$ cat config.mk
export PLATFORM = sky130hd
export DESIGN_NAME = pipe_hazard_ctrl_flat
export DESIGN_NICKNAME = d
export VERILOG_FILES = /design/src/rtl/pipe_ctrl_pkg.sv /design/src/rtl/pipe_hazard_ctrl_if.sv /design/src/rtl/pipe_hazard_ctrl_hazard_detect.sv /design/src/rtl/pipe_hazard_ctrl.sv /design/src/flat_wrapper.sv
export SDC_FILE = /design/constraint.sdc
export NUM_CORES = 1
export LEC_CHECK = 0
export BUFFER_PORTS_ARGS = -buffer_cell sky130_fd_sc_hd__buf_2
export CORE_UTILIZATION = 55
export CTS_CLUSTER_DIAMETER = 30
export DETAILED_ROUTE_END_ITERATION = 7
export GPL_ROUTABILITY_DRIVEN = 0
export GPL_TIMING_DRIVEN = 1
export PLACE_DENSITY = 0.88
export SETUP_SLACK_MARGIN = 0.4
export SLEW_MARGIN = 20
export SYNTH_ARGS = -nofsm -noshare
export SYNTH_HDL_FRONTEND = slang
export SYNTH_SLANG_ARGS = --single-unit
export TNS_END_PERCENT = 100
$ cat constraint.sdc
create_clock -name clk -period 5.6 [get_ports clk]
set_input_delay 1.12 -clock clk [delete_from_list [all_inputs] [get_ports clk]]
set_output_delay 1.12 -clock clk [all_outputs]
set_load 0.05 [all_outputs]
$ cat src/rtl/pipe_ctrl_pkg.sv
// Shared types and constants for the pipeline stall/flush controller.
package pipe_ctrl_pkg;

  localparam logic [4:0] REG_ZERO = 5'd0;

  typedef enum logic [1:0] {
    IDLE,
    MEM_WAIT,
    MEM_DONE
  } ctrl_state_e;

  // Winning stall/flush source for a cycle; selects which debug counter advances.
  typedef enum logic [1:0] {
    HAZ_NONE,
    HAZ_DATA,
    HAZ_BRANCH,
    HAZ_MEM
  } haz_src_e;

endpackage

$ cat src/rtl/pipe_hazard_ctrl_if.sv
// Pipeline-side signal bundle of the stall/flush controller.
interface pipe_hazard_ctrl_if #(
  parameter int CNT_W = 16
);
  logic             fwd_en;
  logic [4:0]       src1;
  logic [4:0]       src2;
  logic             two_src;
  logic [4:0]       exe_dest;
  logic             exe_wb_en;
  logic             exe_mem_r_en;
  logic [4:0]       mem_dest;
  logic             mem_wb_en;
  logic             mem_req;
  logic             br_taken;
  logic             sram_ready;
  logic             pc_freeze;
  logic             if_id_freeze;
  logic             if_id_flush;
  logic             id_ex_flush;
  logic             id_ex_freeze;
  logic             ex_mem_freeze;
  logic             mem_wb_freeze;
  logic             sram_start;
  logic             mem_timeout;
  logic [CNT_W-1:0] hazard_stalls;
  logic [CNT_W-1:0] mem_stalls;

  modport master (
    output fwd_en, src1, src2, two_src, exe_dest, exe_wb_en, exe_mem_r_en,
           mem_dest, mem_wb_en, mem_req, br_taken, sram_ready,
    input  pc_freeze, if_id_freeze, if_id_flush, id_ex_flush, id_ex_freeze,
           ex_mem_freeze, mem_wb_freeze, sram_start, mem_timeout,
           hazard_stalls, mem_stalls
  );

  modport slave (
    input  fwd_en, src1, src2, two_src, exe_dest, exe_wb_en, exe_mem_r_en,
           mem_dest, mem_wb_en, mem_req, br_taken, sram_ready,
    output pc_freeze, if_id_freeze, if_id_flush, id_ex_flush, id_ex_freeze,
           ex_mem_freeze, mem_wb_freeze, sram_start, mem_timeout,
           hazard_stalls, mem_stalls
  );
endinterface

$ cat src/rtl/pipe_hazard_ctrl_hazard_detect.sv
// Combinational RAW/load-use detector for the instruction sitting in ID.
module hazard_detect
  import pipe_ctrl_pkg::*;
(
  input  logic       fwd_en,
  input  logic [4:0] src1,
  input  logic [4:0] src2,
  input  logic       two_src,
  input  logic [4:0] exe_dest,
  input  logic       exe_wb_en,
  input  logic       exe_mem_r_en,
  input  logic [4:0] mem_dest,
  input  logic       mem_wb_en,
  output logic       hazard
);
  logic exe_match;
  logic mem_match;

  // r0 is hard-wired, so a write to it never creates a dependency.
  assign exe_match = (exe_dest != REG_ZERO) &&
                     ((exe_dest == src1) || (two_src && (exe_dest == src2)));
  assign mem_match = (mem_dest != REG_ZERO) &&
                     ((mem_dest == src1) || (two_src && (mem_dest == src2)));

  // With forwarding only a load result in EXE is still unavailable.
  assign hazard = fwd_en ? (exe_mem_r_en && exe_match)
                         : ((exe_wb_en && exe_match) || (mem_wb_en && mem_match));
endmodule

$ cat src/rtl/pipe_hazard_ctrl.sv
// Central stall/flush controller: data hazards, taken branches and the
// multi-cycle SRAM handshake, plus saturating stall-cycle counters.
module pipe_hazard_ctrl
  import pipe_ctrl_pkg::*;
#(
  parameter int MEM_TIMEOUT = 15,
  parameter int CNT_W       = 16
) (
  input logic               clk,
  input logic               rst,
  pipe_hazard_ctrl_if.slave bus
);
  localparam int WAIT_W = $clog2(MEM_TIMEOUT + 1);

  ctrl_state_e       state_q, state_d;
  logic [WAIT_W-1:0] wait_cnt_q, wait_cnt_d, wait_cnt_inc;
  logic              mem_timeout_q, mem_timeout_d;
  logic [CNT_W-1:0]  hazard_stalls_q, hazard_stalls_d;
  logic [CNT_W-1:0]  mem_stalls_q, mem_stalls_d;
  logic              data_hazard;
  logic              mem_busy;
  haz_src_e          haz_src;

  hazard_detect u_hazard_detect (
    .fwd_en       (bus.fwd_en),
    .src1         (bus.src1),
    .src2         (bus.src2),
    .two_src      (bus.two_src),
    .exe_dest     (bus.exe_dest),
    .exe_wb_en    (bus.exe_wb_en),
    .exe_mem_r_en (bus.exe_mem_r_en),
    .mem_dest     (bus.mem_dest),
    .mem_wb_en    (bus.mem_wb_en),
    .hazard       (data_hazard)
  );

  assign mem_busy     = ((state_q == IDLE) && bus.mem_req) || (state_q == MEM_WAIT);
  assign wait_cnt_inc = wait_cnt_q + WAIT_W'(1);

  always_comb begin
    haz_src = HAZ_NONE;
    if (mem_busy)         haz_src = HAZ_MEM;
    else if (bus.br_taken) haz_src = HAZ_BRANCH;
    else if (data_hazard) haz_src = HAZ_DATA;
  end

  // NOTE: every signal assigned here gets a default first, so no latch is inferred.
  always_comb begin
    state_d       = state_q;
    wait_cnt_d    = wait_cnt_q;
    mem_timeout_d = mem_timeout_q;
    unique case (state_q)
      IDLE: begin
        wait_cnt_d = '0;
        if (bus.mem_req) state_d = MEM_WAIT;
      end
      MEM_WAIT: begin
        wait_cnt_d = wait_cnt_inc;
        if (bus.sram_ready) begin
          state_d = MEM_DONE;
        end else if (wait_cnt_inc == WAIT_W'(MEM_TIMEOUT)) begin
          mem_timeout_d = 1'b1;
          state_d       = MEM_DONE;
        end
      end
      MEM_DONE: begin
        // Any mem_req here belongs to the next instruction; IDLE picks it up.
        wait_cnt_d = '0;
        state_d    = IDLE;
      end
      default: state_d = IDLE;
    endcase
  end

  always_comb begin
    hazard_stalls_d = hazard_stalls_q;
    mem_stalls_d    = mem_stalls_q;
    if ((haz_src == HAZ_DATA) && !(&hazard_stalls_q)) hazard_stalls_d = hazard_stalls_q + 1'b1;
    if ((haz_src == HAZ_MEM) && !(&mem_stalls_q))     mem_stalls_d    = mem_stalls_q + 1'b1;
  end

  // NOTE: sequential state is updated with <= so all flops sample pre-edge values.
  always_ff @(posedge clk or negedge rst) begin
    if (!rst) begin
      state_q         <= IDLE;
      wait_cnt_q      <= '0;
      mem_timeout_q   <= 1'b0;
      hazard_stalls_q <= '0;
      mem_stalls_q    <= '0;
    end else begin
      state_q         <= state_d;
      wait_cnt_q      <= wait_cnt_d;
      mem_timeout_q   <= mem_timeout_d;
      hazard_stalls_q <= hazard_stalls_d;
      mem_stalls_q    <= mem_stalls_d;
    end
  end

  // Zero-latency controls; forced low while reset is held.
  always_comb begin
    bus.pc_freeze     = 1'b0;
    bus.if_id_freeze  = 1'b0;
    bus.if_id_flush   = 1'b0;
    bus.id_ex_flush   = 1'b0;
    bus.id_ex_freeze  = 1'b0;
    bus.ex_mem_freeze = 1'b0;
    bus.mem_wb_freeze = 1'b0;
    bus.sram_start    = 1'b0;
    if (rst) begin
      unique case (haz_src)
        HAZ_MEM: begin
          bus.pc_freeze     = 1'b1;
          bus.if_id_freeze  = 1'b1;
          bus.id_ex_freeze  = 1'b1;
          bus.ex_mem_freeze = 1'b1;
          bus.mem_wb_freeze = 1'b1;
          bus.sram_start    = (state_q == IDLE);
        end
        HAZ_BRANCH: begin
          bus.if_id_flush = 1'b1;
          bus.id_ex_flush = 1'b1;
        end
        HAZ_DATA: begin
          bus.pc_freeze    = 1'b1;
          bus.if_id_freeze = 1'b1;
          bus.id_ex_flush  = 1'b1;
        end
        default: ;
      endcase
    end
  end

  assign bus.mem_timeout   = mem_timeout_q;
  assign bus.hazard_stalls = hazard_stalls_q;
  assign bus.mem_stalls    = mem_stalls_q;
endmodule

$ cat src/flat_wrapper.sv
// flat-port wrapper written by rule: the top's interface ports become plain ports
module pipe_hazard_ctrl_flat import pipe_ctrl_pkg::*;
#(
  parameter int MEM_TIMEOUT = 15,
  parameter int CNT_W       = 16
)
  (clk, rst, bus_fwd_en, bus_src1, bus_src2, bus_two_src, bus_exe_dest, bus_exe_wb_en, bus_exe_mem_r_en, bus_mem_dest, bus_mem_wb_en, bus_mem_req, bus_br_taken, bus_sram_ready, bus_pc_freeze, bus_if_id_freeze, bus_if_id_flush, bus_id_ex_flush, bus_id_ex_freeze, bus_ex_mem_freeze, bus_mem_wb_freeze, bus_sram_start, bus_mem_timeout, bus_hazard_stalls, bus_mem_stalls);
  pipe_hazard_ctrl_if #(.CNT_W(CNT_W)) bus_i ();
  input logic clk;
  input logic rst;
  input wire logic [$bits(bus_i.fwd_en)-1:0] bus_fwd_en;
  input wire logic [$bits(bus_i.src1)-1:0] bus_src1;
  input wire logic [$bits(bus_i.src2)-1:0] bus_src2;
  input wire logic [$bits(bus_i.two_src)-1:0] bus_two_src;
  input wire logic [$bits(bus_i.exe_dest)-1:0] bus_exe_dest;
  input wire logic [$bits(bus_i.exe_wb_en)-1:0] bus_exe_wb_en;
  input wire logic [$bits(bus_i.exe_mem_r_en)-1:0] bus_exe_mem_r_en;
  input wire logic [$bits(bus_i.mem_dest)-1:0] bus_mem_dest;
  input wire logic [$bits(bus_i.mem_wb_en)-1:0] bus_mem_wb_en;
  input wire logic [$bits(bus_i.mem_req)-1:0] bus_mem_req;
  input wire logic [$bits(bus_i.br_taken)-1:0] bus_br_taken;
  input wire logic [$bits(bus_i.sram_ready)-1:0] bus_sram_ready;
  output wire logic [$bits(bus_i.pc_freeze)-1:0] bus_pc_freeze;
  output wire logic [$bits(bus_i.if_id_freeze)-1:0] bus_if_id_freeze;
  output wire logic [$bits(bus_i.if_id_flush)-1:0] bus_if_id_flush;
  output wire logic [$bits(bus_i.id_ex_flush)-1:0] bus_id_ex_flush;
  output wire logic [$bits(bus_i.id_ex_freeze)-1:0] bus_id_ex_freeze;
  output wire logic [$bits(bus_i.ex_mem_freeze)-1:0] bus_ex_mem_freeze;
  output wire logic [$bits(bus_i.mem_wb_freeze)-1:0] bus_mem_wb_freeze;
  output wire logic [$bits(bus_i.sram_start)-1:0] bus_sram_start;
  output wire logic [$bits(bus_i.mem_timeout)-1:0] bus_mem_timeout;
  output wire logic [$bits(bus_i.hazard_stalls)-1:0] bus_hazard_stalls;
  output wire logic [$bits(bus_i.mem_stalls)-1:0] bus_mem_stalls;
  assign bus_i.fwd_en = bus_fwd_en;
  assign bus_i.src1 = bus_src1;
  assign bus_i.src2 = bus_src2;
  assign bus_i.two_src = bus_two_src;
  assign bus_i.exe_dest = bus_exe_dest;
  assign bus_i.exe_wb_en = bus_exe_wb_en;
  assign bus_i.exe_mem_r_en = bus_exe_mem_r_en;
  assign bus_i.mem_dest = bus_mem_dest;
  assign bus_i.mem_wb_en = bus_mem_wb_en;
  assign bus_i.mem_req = bus_mem_req;
  assign bus_i.br_taken = bus_br_taken;
  assign bus_i.sram_ready = bus_sram_ready;
  assign bus_pc_freeze = bus_i.pc_freeze;
  assign bus_if_id_freeze = bus_i.if_id_freeze;
  assign bus_if_id_flush = bus_i.if_id_flush;
  assign bus_id_ex_flush = bus_i.id_ex_flush;
  assign bus_id_ex_freeze = bus_i.id_ex_freeze;
  assign bus_ex_mem_freeze = bus_i.ex_mem_freeze;
  assign bus_mem_wb_freeze = bus_i.mem_wb_freeze;
  assign bus_sram_start = bus_i.sram_start;
  assign bus_mem_timeout = bus_i.mem_timeout;
  assign bus_hazard_stalls = bus_i.hazard_stalls;
  assign bus_mem_stalls = bus_i.mem_stalls;
  pipe_hazard_ctrl #(.MEM_TIMEOUT(MEM_TIMEOUT), .CNT_W(CNT_W)) u_core (.clk(clk), .rst(rst), .bus(bus_i));
endmodule
# ---- Word level (Yosys, flattened, before mapping)
# Index checks and enable logic that the tools add are counted.
dict set report totals {
  word_cells 67
  regBits 39
}
dict set report op_classes {
  mux 19
  n_eq_ne 12
  reduce_logical 27
  add_sub_neg 3
  n_bitwise 1
}
# cell count
set op_table {}
lappend op_table {{16-bit by 1-bit adder with 16-bit output (second input constant)} 2}
lappend op_table {{16-bit AND reduction} 2}
lappend op_table {{5-bit == test} 4}
lappend op_table {{1-bit two-way mux} 12}
lappend op_table {{1-bit logical AND} 10}
lappend op_table {{2-bit two-way mux} 5}
lappend op_table {{5-bit nonzero test} 2}
lappend op_table {{4-bit one-hot mux with 2 select lines} 1}
lappend op_table {{2-bit == test (second input constant)} 3}
lappend op_table {{2-bit OR reduction} 3}
lappend op_table {{4-bit by 1-bit adder with 4-bit output (second input constant)} 1}
lappend op_table {{2-bit by 1-bit == test with 1-bit output (second input constant)} 2}
lappend op_table {{4-bit == test (second input constant)} 1}
lappend op_table {{1-bit logical OR} 4}
lappend op_table {{2-bit one-hot mux with 2 select lines} 1}
lappend op_table {{3-bit inequality test (second input constant)} 1}
lappend op_table {{3-bit AND reduction} 1}
lappend op_table {{1-bit logical NOT} 2}
lappend op_table {{2-bit logical NOT} 1}
lappend op_table {{2-bit inequality test (second input constant)} 1}
lappend op_table {{2-bit AND reduction} 1}
lappend op_table {{2-bit nonzero test} 1}
lappend op_table {{1-bit inverter} 1}

# ---- Depth between registers and ports, before layout
# Gate-level depths: netlist of run 1.
dict set report logic_depth {
  ltp_word 14
  mapped_depth 9
  mapped_depth_nobuf 7
}

# ---- Modules after synthesis
# Synthesis of run 1 repeated with hierarchy kept, for this count alone.
dict set report unflattened {
  cells_unflattened 239
  area_unflattened_um2 2409.8
}
# module n_inst area_per_inst_um2 cells_per_inst
set by_module_without_submodules {}
lappend by_module_without_submodules {pipe_hazard_ctrl 1 2128.3 203}
lappend by_module_without_submodules {hazard_detect 1 281.5 36}

# ---- Worst setup path after synthesis of run 1
# Ideal clock, no wire load.
dict set report synth_timing {
  path_type {input-to-output}
  start {in bus_exe_dest[3]}
  end {out bus_pc_freeze}
  arrival_time_ns 3.470
  setup_slack_ns 1.010
  path_stages 6
  path_buffers 1
  cell_sequence {xor2_1 > nor4_1 > a32oi_1 > o22a_1 > a21boi_0 > buf_4}
}
dict set report synth_between {
  elab_chain_cells 14
}
# element line
set synth_lines {}
lappend synth_lines {{start: declaration} flat_wrapper.sv:15} ;# input wire logic [$bits(bus_i.exe_dest)-1:0] bus_exe_dest;
lappend synth_lines {{5-bit == test} pipe_hazard_ctrl_hazard_detect.sv:21} ;# ((exe_dest == src1) || (two_src && (exe_dest == src2)));
lappend synth_lines {{1-bit logical AND} pipe_hazard_ctrl_hazard_detect.sv:21}
lappend synth_lines {{1-bit logical OR} pipe_hazard_ctrl_hazard_detect.sv:21}
lappend synth_lines {{1-bit logical AND (*)} pipe_hazard_ctrl_hazard_detect.sv:20} ;# assign exe_match = (exe_dest != REG_ZERO) &&
lappend synth_lines {{1-bit logical AND} pipe_hazard_ctrl_hazard_detect.sv:27} ;# : ((exe_wb_en && exe_match) || (mem_wb_en && mem_match));
lappend synth_lines {{1-bit logical OR} pipe_hazard_ctrl_hazard_detect.sv:27}
lappend synth_lines {{1-bit two-way mux (*)} pipe_hazard_ctrl_hazard_detect.sv:26} ;# assign hazard = fwd_en ? (exe_mem_r_en && exe_match)
lappend synth_lines {{1-bit two-way mux (*)} pipe_hazard_ctrl.sv:44} ;# else if (data_hazard) haz_src = HAZ_DATA;
lappend synth_lines {{2-bit two-way mux (*)} pipe_hazard_ctrl.sv:43} ;# else if (bus.br_taken) haz_src = HAZ_BRANCH;
lappend synth_lines {{2-bit two-way mux (*)} pipe_hazard_ctrl.sv:42} ;# if (mem_busy) haz_src = HAZ_MEM;
lappend synth_lines {{2-bit == test or 2-bit by 1-bit == test with 1-bit output (tied branches)} --}
lappend synth_lines {{2-bit OR reduction (no line) (*)} --}
lappend synth_lines {{1-bit two-way mux (*) (2 in a row)} --}
lappend synth_lines {{end: declaration} flat_wrapper.sv:23} ;# output wire logic [$bits(bus_i.pc_freeze)-1:0] bus_pc_freeze;
# Every way passes the cells marked *; elsewhere a longest branch is shown, timed or not.

# ---- Worst setup path after layout of run 1
dict set report layout_timing {
  start {in bus_exe_dest[3]}
  end {out bus_pc_freeze}
}
dict set report layout_between {
  elab_chain_cells 14
}
# element line
set layout_lines {}
lappend layout_lines {{5-bit == test} pipe_hazard_ctrl_hazard_detect.sv:21}
lappend layout_lines {{1-bit logical AND} pipe_hazard_ctrl_hazard_detect.sv:21}
lappend layout_lines {{1-bit logical OR} pipe_hazard_ctrl_hazard_detect.sv:21}
lappend layout_lines {{1-bit logical AND (*)} pipe_hazard_ctrl_hazard_detect.sv:20}
lappend layout_lines {{1-bit logical AND} pipe_hazard_ctrl_hazard_detect.sv:27}
lappend layout_lines {{1-bit logical OR} pipe_hazard_ctrl_hazard_detect.sv:27}
lappend layout_lines {{1-bit two-way mux (*)} pipe_hazard_ctrl_hazard_detect.sv:26}
lappend layout_lines {{1-bit two-way mux (*)} pipe_hazard_ctrl.sv:44}
lappend layout_lines {{2-bit two-way mux (*)} pipe_hazard_ctrl.sv:43}
lappend layout_lines {{2-bit two-way mux (*)} pipe_hazard_ctrl.sv:42}
lappend layout_lines {{2-bit == test or 2-bit by 1-bit == test with 1-bit output (tied branches)} pipe_hazard_ctrl.sv:110} ;# unique case (haz_src)
lappend layout_lines {{2-bit OR reduction (no line) (*)} --}
lappend layout_lines {{1-bit two-way mux (*)} pipe_hazard_ctrl.sv:110}
lappend layout_lines {{1-bit two-way mux (*)} pipe_hazard_ctrl.sv:109} ;# if (rst) begin
# Marked as above.

==> flow_metrics.env, run 1 <==
export IMPL_synth_area_mm2=0.00222
export IMPL_initialDrtViolationCount=64
export IMPL_finalSetupViolations=0
export IMPL_grt_pass1_vias=1711
export IMPL_finalHoldViolCount=0
export IMPL_synth_seq_cells=39
export IMPL_cts_repair_resized=0
export IMPL_cts_sinks=39
export IMPL_final_nets=324
export IMPL_cts_tree="done"
export IMPL_vias=1823
export IMPL_ys_warn_count=0
export IMPL_cts_setup_buffers=0
export IMPL_place_inst=331
export IMPL_drive_above_1_share_pct=31.3
export IMPL_setup_slack_ps=1780
export IMPL_num_io_pins=71
export IMPL_cp_required_ps=4480
export IMPL_synth_avg_cell_area_um2=10.1
export IMPL_synth_edf_count=0
export IMPL_cts_hold_buf=0
export IMPL_cp_max_fo=5
export IMPL_chipWidth_um=65.6
export IMPL_die_y_um=65.6
export IMPL_cap_viol_max_count=0
export IMPL_diodes=0
export IMPL_place_ws_ps=1800
export IMPL_endpoint_kind="primary output"
export IMPL_startpoint_type="input pin"
export IMPL_grt_first_pass_wirelength_um=7470
export IMPL_max_stage_delay_ps=320
export IMPL_clk_path_buf_depth=2
export IMPL_period_share_pct=68.2
export IMPL_slew_headroom_pct=39.9
export IMPL_cp_common_cell="buf_2"
export IMPL_vias_per_cell=5.38
export IMPL_initial_core_util_pct=59.0
export IMPL_syn_to_final_growth_pct=20.6
export IMPL_vdd_drop_max_mv=0.424
export IMPL_grt_max_degree=44
export IMPL_dr_pass1_iters=6
export IMPL_worst_pin_slew_ps=901
export IMPL_clkTransAtPathRegs_ps=70
export IMPL_synthDistinctLibCells=38
export IMPL_clock_skew_final_ps=5.47
export IMPL_numCtsBuffers=5
export IMPL_dpl_hpwl_um=3300
export IMPL_slowest_stage="buf_2"
export IMPL_tns_ps=0
export IMPL_synth_async_reset_ratio_pct=100
export IMPL_drc=0
export IMPL_drv_slew=0
export IMPL_fin_util_pct=71.1
export IMPL_hp_class="reg -> reg"
export IMPL_syn_num_nets=254
export IMPL_post_drt_wl_per_cell_um=13.4
export IMPL_total_power_uw=870
export IMPL_route_antenna_remaining_nets=0
export IMPL_max_freq_mhz=262
export IMPL_path_cells="buf_2 -> xor2_1 -> nor4_1 -> a32oi_1 -> o22a_1 -> a21boi_0 -> buf_2"
export IMPL_arrival_ps=2700
export IMPL_nFillCells=287
export IMPL_routed_wl_um=4560
export IMPL_status="finished, final reports clean"
export IMPL_clk_latency_ps=300
export IMPL_design_core_area_mm2=0.00377
export IMPL_crit_type="in -> out"
export IMPL_rsz0062_at_grt="false"
export IMPL_final_cells=339
export IMPL_overflow=0
export IMPL_htreeDepth=2
export IMPL_powerDensity_mw_per_mm2=324
export IMPL_portBuffers=70
export IMPL_synthFlopType="dfrtp_1"
export IMPL_ys_seq_area_share_pct=43.9
export IMPL_synth_cells=220
export IMPL_dieArea_mm2=0.00430
export IMPL_root_buffer="clkbuf_8"
export IMPL_row_count=22
export IMPL_period_needed_ps=3820
export IMPL_antenna_found_initial=0
export IMPL_p_leak_uw=0.00143
export IMPL_track_usage_pct=23.1
[cell usage after synthesis (3+ instances only)]
cell,count,area [um^2]
and2_1,5,31.3
and3_1,8,50.1
buf_4,3,22.5
dfrtp_1,39,976
ha_1,4,50.1
inv_1,4,15.0
mux2i_1,4,40.0
nand2_1,15,56.3
nand3_1,15,75.1
nand4_1,4,25.0
nor2_1,19,71.3
nor2_2,7,43.8
nor3_1,6,30.0
o21ai_0,4,20.0
or4_1,3,22.5
xnor2_1,16,140
xor2_1,36,315
[area by class of cell]
| class | count | area (um^2) | share of cell area, % |
|---|---|---|---|
| Sequential cell | 39 | 976 | 36.4 |
| Clock inverter | 1 | 7.51 | 0.280 |
| Inverter | 4 | 15.0 | 0.560 |
| Multi-Input combinational cell | 170 | 1180 | 43.9 |
| Clock buffer | 7 | 96.3 | 3.59 |
| Tap cell | 48 | 60.1 | 2.24 |
| Timing Repair Buffer | 70 | 350 | 13.1 |
[routing by layer]
metal | global-route usage (%) | vias to the layer above | wire, um
li1 | - | 882 | -
met1 | 28.3 | 869 | 2030
met2 | 39.4 | 65 | 2180
met3 | 5.56 | 7 | 286
met4 | 8.15 | 0 | 63
met5 | 0 | - | 0
[stage by stage]
stage	hold slack [ps]	instance area [um^2]
2_1_floorplan	578	2220
3_3_place_gp	449	2580
3_5_place_dp	460	2580
4_1_cts	478	2680
5_1_grt	490	2680
6_report	471	2680
[critical path, delay by kind of cell]
family	cells	cell delay (ps)
AND/OR/NAND/NOR	1	270
XOR/XNOR	1	160
AO/OA/AOI/OAI	3	680
buffers and inverters	2	450
[power breakdown]
group | internal (uW) | switching [uW] | total [uW] | leakage [uW]
combinational | 85.2 | 203 | 289 | 0.000857
clock | 112 | 99.7 | 212 | 0.0000505
sequential | 319 | 50.9 | 370 | 0.000521
total | 516 | 354 | 870 | 0.00143
[cell usage in the layout, fill, tap and decap left out, types with 2 or more instances in the layout]
cell type	instances
dfrtp_1	39
a32oi_1	2
and4_1	2
inv_1	4
nor4_1	2
nand2_1	15
nor3_1	6
xnor2_1	16
or4_1	3
buf_2	70
o21ai_0	4
mux2i_1	4
ha_1	4
and2_1	5
clkbuf_8	7
nand4_1	4
nor2_2	7
nor2_1	19
mux2_2	2
xor2_1	36
and3_1	8
nand2b_1	2
nand3_1	15
a21oi_1	2
[logic make-up after synthesis]
family	after synthesis	synth area share (%)
multiplexers	6	2.81
AND/OR/NAND/NOR	96	23.7
XOR/XNOR	52	20.5
AO/OA/AOI/OAI	12	3.66
flip-flops	39	43.9
adder cells (fa/ha/maj)	4	2.25
buffers and inverters	11	3.21
[registers in the layout (all words and copies together) (netlist names)]
register                  cells
u_core.wait_cnt_q             4
u_core.bus.mem_timeout        1
u_core.state_q                2
u_core.bus.hazard_stalls     16
u_core.bus.mem_stalls        16
[path summary, 6_finish.rpt]
| kind | from | to | slack [ps] | cells after the start |
|---|---|---|---|---|
| setup reg to reg | u_core.bus.hazard_stalls[3] | u_core.bus.hazard_stalls[9] | 3210 | 7 |
| setup / recovery | bus_exe_dest[3] | bus_pc_freeze | 1780 | 7 |
| max in group asynchronous | rst | u_core.bus.hazard_stalls[11] | 4090 | 1 |
| hold / removal | u_core.bus.mem_timeout | u_core.bus.mem_timeout | 470 | 1 |
| hold reg to reg | u_core.bus.mem_timeout | u_core.bus.mem_timeout | 470 | 1 |
| min in group asynchronous | rst | u_core.bus.mem_stalls[1] | 950 | 1 |
No activity file was read; power rests on OpenSTA's default activity.
==> inputs of run 2 (changes only) <==
--- a/config.mk
+++ b/config.mk
@@ -6,12 +6,12 @@
 export NUM_CORES = 1
 export LEC_CHECK = 0
 export BUFFER_PORTS_ARGS = -buffer_cell sky130_fd_sc_hd__buf_2
-export CORE_UTILIZATION = 55
+export CORE_UTILIZATION = 46
 export CTS_CLUSTER_DIAMETER = 30
 export DETAILED_ROUTE_END_ITERATION = 7
 export GPL_ROUTABILITY_DRIVEN = 0
 export GPL_TIMING_DRIVEN = 1
-export PLACE_DENSITY = 0.88
+export PLACE_DENSITY = 0.79
 export SETUP_SLACK_MARGIN = 0.4
 export SLEW_MARGIN = 20
 export SYNTH_ARGS = -nofsm -noshare
==> constraint.sdc (replaced) <==
create_clock -name clk -period 3.5 [get_ports clk]
set_input_delay 0.7 -clock clk [delete_from_list [all_inputs] [get_ports clk]]
set_output_delay 0.7 -clock clk [all_outputs]
set_load 0.05 [all_outputs]
==> flow_metrics.env, run 2 (same netlist as run 1, synthesis figures left out) <==
export IMPL_drc=0
export IMPL_final_cells=344
export IMPL_slowest_stage="nor4_1"
export IMPL_initial_core_util_pct=49.4
export IMPL_grt_max_degree=37
export IMPL_placed_cell_area_mm2=0.00259
export IMPL_route_antenna_remaining_nets=0
export IMPL_reg2reg_from="u_core.bus.hazard_stalls[3]"
export IMPL_p_seq_share_pct=39.4
export IMPL_design_core_area_mm2=0.00450
export IMPL_clk_path_buf_depth=2
export IMPL_final_nets=325
export IMPL_startpoint_type="input pin"
export IMPL_switching_share_pct=37.5
export IMPL_clock_skew_final_ps=5.78
export IMPL_place_inst=336
export IMPL_grt_pass1_vias=1692
export IMPL_reg2reg_depth=7
export IMPL_cp_common_cell="buf_2"
export IMPL_cp_max_fo=5
export IMPL_overflow=0
export IMPL_endpoint_kind="primary output"
export IMPL_row_count=24
export IMPL_r2r_end="u_core.bus.hazard_stalls[9]"
export IMPL_status="finished, final reports clean"
export IMPL_antenna_found_initial=0
export IMPL_drv_slew=0
export IMPL_internal_power_uw=933
export IMPL_numCtsBuffers=5
export IMPL_cap_viol_max_count=0
export IMPL_cts_repair_resized=0
export IMPL_combPwrFrac_pct=31.2
export IMPL_tns_ps=0
export IMPL_diodes=0
export IMPL_crit_path_end="bus_pc_freeze"
export IMPL_dr_pass1_iters=4
export IMPL_drive_above_1_share_pct=31.5
export IMPL_slew_headroom_pct=51.8
export IMPL_root_buffer="clkbuf_8"
export IMPL_path_cells="buf_2 -> xor2_1 -> nor4_1 -> a32oi_1 -> o22a_1 -> a21boi_2 -> buf_2"
export IMPL_num_io_pins=71
export IMPL_crit_type="in -> out"
export IMPL_clkTransAtPathRegs_ps=70
export IMPL_cts_sinks=39
export IMPL_portBuffers=70
export IMPL_htreeDepth=2
export IMPL_initialDrtViolationCount=65
export IMPL_max_stage_delay_ps=280
export IMPL_switchingPower_uw=560
export IMPL_arrival_ps=2100
export IMPL_cp_startpoint="bus_src2[3]"
export IMPL_vias=1796
export IMPL_worst_pin_slew_ps=723
export IMPL_routed_wl_um=4640
export IMPL_dieArea_mm2=0.00512
export IMPL_syn_to_final_growth_pct=22.6
export IMPL_vias_per_cell=5.22
export IMPL_finalHoldViolCount=0
export IMPL_p_leak_uw=0.00145
export IMPL_fin_area_mm2=0.00273
export IMPL_clock_power_share_pct=29.4
export IMPL_track_usage_pct=19.0
export IMPL_rrSetupSlack_ps=1110
export IMPL_cts_hold_buf=0
export IMPL_period_needed_ps=2800
export IMPL_rsz0062_at_grt="false"
export IMPL_finalSetupViolations=0
export IMPL_cts_setup_buffers=0
export IMPL_hp_class="in -> async"
export IMPL_post_drt_wl_per_cell_um=13.5
export IMPL_final_common_cell="buf_2"
export IMPL_dpl_hpwl_um=3460
export IMPL_cp_required_ps=2800
export IMPL_chipWidth_um=71.5
export IMPL_die_y_um=71.5
export IMPL_cts_tree="done"
export IMPL_powerDensity_mw_per_mm2=547
export IMPL_period_share_pct=80.0
export IMPL_vdd_drop_max_mv=0.587
export IMPL_clk_latency_ps=290
export IMPL_final_cell_mix="70 x buf_2, 39 x dfrtp_1, 36 x xor2_1, 19 x nor2_1, 16 x xnor2_1"
export IMPL_grt_first_pass_wirelength_um=7530
export IMPL_max_freq_mhz=357
## run 2: cell types whose count changed in the layout (fill, tap and decap cells not counted), sizes merged
cell	previous run	this run
bufinv	0	2
clkbuf	7	6
buf	70	71
clkinvlp	1	0
## run 2: worst max-delay path: cells and delay by family
kind            cells  cell delay [ps]
buf+inv             2              390
simple gates        1              280
compound gates      3              580
xor+xnor            1              160
## run 2: power groups by stage
stage	clock network, uW	logic, uW	registers, uW
floorplan	0	180	757
global placement	0	460	594
detailed placement	0	468	595
CTS	452	470	587
global route	463	501	603
finish	439	466	588
## run 2: worst min path at each step
| stage | end | cells after the start |
|---|---|---|
| after detailed placement | u_core.bus.mem_timeout | 1 |
| after floorplan | u_core.bus.hazard_stalls[0] | 0 |
| after CTS | u_core.state_q[1] | 1 |
| after global placement | u_core.bus.mem_timeout | 1 |
| final | u_core.state_q[0] | 1 |
| after global routing | u_core.state_q[0] | 1 |
## run 2: layer usage
| layer | vias up | routed length [um] | track usage [%] |
|---|---|---|---|
| met2 | 67 | 2140 | 32.6 |
| met4 | 0 | 59 | 5.88 |
| met5 | - | 0 | 0 |
| met1 | 839 | 2130 | 23.6 |
| li1 | 883 | - | - |
| met3 | 7 | 309 | 5.20 |
## run 2: layout make-up
cell class / instances / area (um^2)
Fill cell: 385 / 1780
Multi-Input combinational cell: 170 / 1180
Sequential cell: 39 / 976
Timing Repair Buffer: 71 / 358
Clock buffer: 6 / 72.6
Tap cell: 52 / 65.1
Clock inverter: 2 / 60.1
Inverter: 4 / 15.0
## run 2: per-stage QoR
| step | utilization [%] | power, uW | setup slack [ps] | hold WS [ps] |
|---|---|---|---|---|
| after detailed placement | 57.6 | 1060 | 539 | 477 |
| after CTS | 60.6 | 1510 | 680 | 219 |
| after floorplan | - | 937 | 515 | 404 |
| after global routing | 60.6 | 1570 | 574 | 232 |
| final | 60.6 | 1490 | 699 | 226 |
| after global placement | 57.6 | 1050 | 589 | 455 |
==> inputs of run 3 (changes only) <==
--- a/config.mk
+++ b/config.mk
@@ -6,12 +6,12 @@
 export NUM_CORES = 1
 export LEC_CHECK = 0
 export BUFFER_PORTS_ARGS = -buffer_cell sky130_fd_sc_hd__buf_2
-export CORE_UTILIZATION = 46
+export CORE_UTILIZATION = 51
 export CTS_CLUSTER_DIAMETER = 30
 export DETAILED_ROUTE_END_ITERATION = 7
 export GPL_ROUTABILITY_DRIVEN = 0
 export GPL_TIMING_DRIVEN = 1
-export PLACE_DENSITY = 0.79
+export PLACE_DENSITY = 0.83
 export SETUP_SLACK_MARGIN = 0.4
 export SLEW_MARGIN = 20
 export SYNTH_ARGS = -nofsm -noshare
==> constraint.sdc (replaced) <==
create_clock -name clk -period 2.6 [get_ports clk]
set_input_delay 0.52 -clock clk [delete_from_list [all_inputs] [get_ports clk]]
set_output_delay 0.52 -clock clk [all_outputs]
set_load 0.05 [all_outputs]
==> flow_metrics.env, run 3 (same netlist as run 1, synthesis figures left out) <==
export IMPL_cp_common_cell="buf_6"
export IMPL_final_cells=352
export IMPL_powerDensity_mw_per_mm2=672
export IMPL_track_usage_pct=23.1
export IMPL_slowest_stage="nor4_1"
export IMPL_die_y_um=68.0
export IMPL_grt_pass1_vias=1797
export IMPL_crit_type="in -> out"
export IMPL_fin_area_mm2=0.00297
export IMPL_arrival_ps=1870
export IMPL_placed_cell_area_mm2=0.00269
export IMPL_drv_slew=0
export IMPL_num_io_pins=71
export IMPL_root_buffer="clkbuf_8"
export IMPL_overflow=0
export IMPL_initialDrtViolationCount=122
export IMPL_diodes=0
export IMPL_cts_sinks=39
export IMPL_cp_required_ps=2080
export IMPL_period_needed_ps=2390
export IMPL_cts_tree="done"
export IMPL_initial_core_util_pct=54.4
export IMPL_grt_first_pass_wirelength_um=7790
export IMPL_vias_per_cell=5.28
export IMPL_clk_path_buf_depth=2
export IMPL_portBuffers=70
export IMPL_vias=1860
export IMPL_clkTransAtPathRegs_ps=70
export IMPL_endpoint_kind="primary output"
export IMPL_clk_latency_ps=290
export IMPL_drive_above_1_share_pct=40.1
export IMPL_wl_met3_um=334
export IMPL_max_stage_delay_ps=310
export IMPL_max_freq_mhz=418
export IMPL_final_cell_mix="60 x buf_2, 36 x xor2_1, 31 x dfrtp_1, 16 x nor2_1, 16 x xnor2_1"
export IMPL_status="finished, final reports clean"
export IMPL_chipWidth_um=68.0
export IMPL_clock_skew_final_ps=8.21
export IMPL_cap_viol_max_count=0
export IMPL_cts_hold_buf=0
export IMPL_hp_class="in -> async"
export IMPL_syn_to_final_growth_pct=33.6
export IMPL_slew_headroom_pct=74.8
export IMPL_p_leak_uw=0.00153
export IMPL_top_layer="met4"
export IMPL_vdd_drop_max_mv=0.413
export IMPL_m1WireLength_um=2120
export IMPL_dieArea_mm2=0.00463
export IMPL_setup_slack_ps=207
export IMPL_rsz0062_at_grt="true"
export IMPL_finalSetupViolations=0
export IMPL_grt_max_degree=31
export IMPL_startpoint_type="input pin"
export IMPL_period_share_pct=92.1
export IMPL_drc=0
export IMPL_finalHoldViolCount=0
export IMPL_htreeDepth=2
export IMPL_row_count=23
export IMPL_post_drt_wl_per_cell_um=14.4
export IMPL_routed_wl_um=5060
export IMPL_dpl_hpwl_um=3640
export IMPL_place_ws_ps=-0.669
export IMPL_numCtsBuffers=5
export IMPL_worst_pin_slew_ps=379
export IMPL_final_common_cell="buf_2"
export IMPL_path_cells="buf_6 -> xor2_1 -> nor4_1 -> a32oi_1 -> o22a_2 -> a21boi_4 -> buf_6"
export IMPL_cp_max_fo=3
export IMPL_place_inst=338
export IMPL_antenna_found_initial=0
export IMPL_crit_buf_inv=2
export IMPL_fin_util_pct=72.7
export IMPL_final_nets=335
export IMPL_dr_pass1_iters=4
export IMPL_route_antenna_remaining_nets=0
export IMPL_crit_family="compound AO/OA/AOI/OAI gates"
export IMPL_design_core_area_mm2=0.00409
export IMPL_route_met2_wl_um=2510
==> run 3: what timing repair did <==
action                     in CTS  in global routing
pin swaps                      10                  9
gates cloned                    0                  0
setup endpoints to repair      12                 25
setup buffers                   2                  4
gates resized for setup        21                 11
==> run 3: final cells by class <==
type / count / area [um^2]
timing repair buffer: 81 / 515
sequential: 39 / 986
clock buffer: 6 / 82.6
multi-input combinational: 170 / 1270
clock inverter: 2 / 35.0
inverter: 4 / 15.0
tap: 50 / 62.6
fill: 289 / 1110
==> run 3: worst reg2reg max path, stage by stage (launching register included) <==
cell and delay (ps):
dfrtp_2 420, and4_1 250, nand3_1 120, nor2_1 330, a41oi_2 250, and3_1 330, nand3_1 130, xnor2_1 140
==> run 3: report_power, final <==
part           internal, uW  switching (uW)
registers               694             110
clock network           311             213
logic                   214             455
total                  1220             778
==> run 3: worst paths after layout <==
kind	from	end	slack (ps)	cells past startpoint
worst min-delay path	rst	u_core.wait_cnt_q[3]	110	1
worst max register to register	u_core.bus.mem_stalls[3]	u_core.bus.mem_stalls[8]	550	7
worst min register to register	u_core.bus.hazard_stalls[5]	u_core.bus.hazard_stalls[5]	470	1
min in group clk	u_core.bus.hazard_stalls[5]	u_core.bus.hazard_stalls[5]	470	1
worst max-delay path	bus_exe_dest[3]	bus_if_id_freeze	210	7
max in group asynchronous	rst	u_core.bus.mem_stalls[6]	1800	2
==> run 3: stage by stage <==
| step | power, uW | setup TNS, ps | hold slack, ps |
|---|---|---|---|
| 6_report | 2000 | 0 | 111 |
| 3_5_place_dp | 1450 | -0.669 | 427 |
| 2_1_floorplan | 1280 | 0 | 224 |
| 3_3_place_gp | 1430 | 0 | 429 |
| 4_1_cts | 1990 | 0 | 107 |
| 5_1_grt | 2100 | 0 | 122 |
==> run 3: layer usage <==
metal | GRT usage (%) | up-vias
met1 | 26.6 | 872
met3 | 6.33 | 10
met2 | 40.1 | 74
met5 | 0 | -
li1 | - | 904
met4 | 9.64 | 0
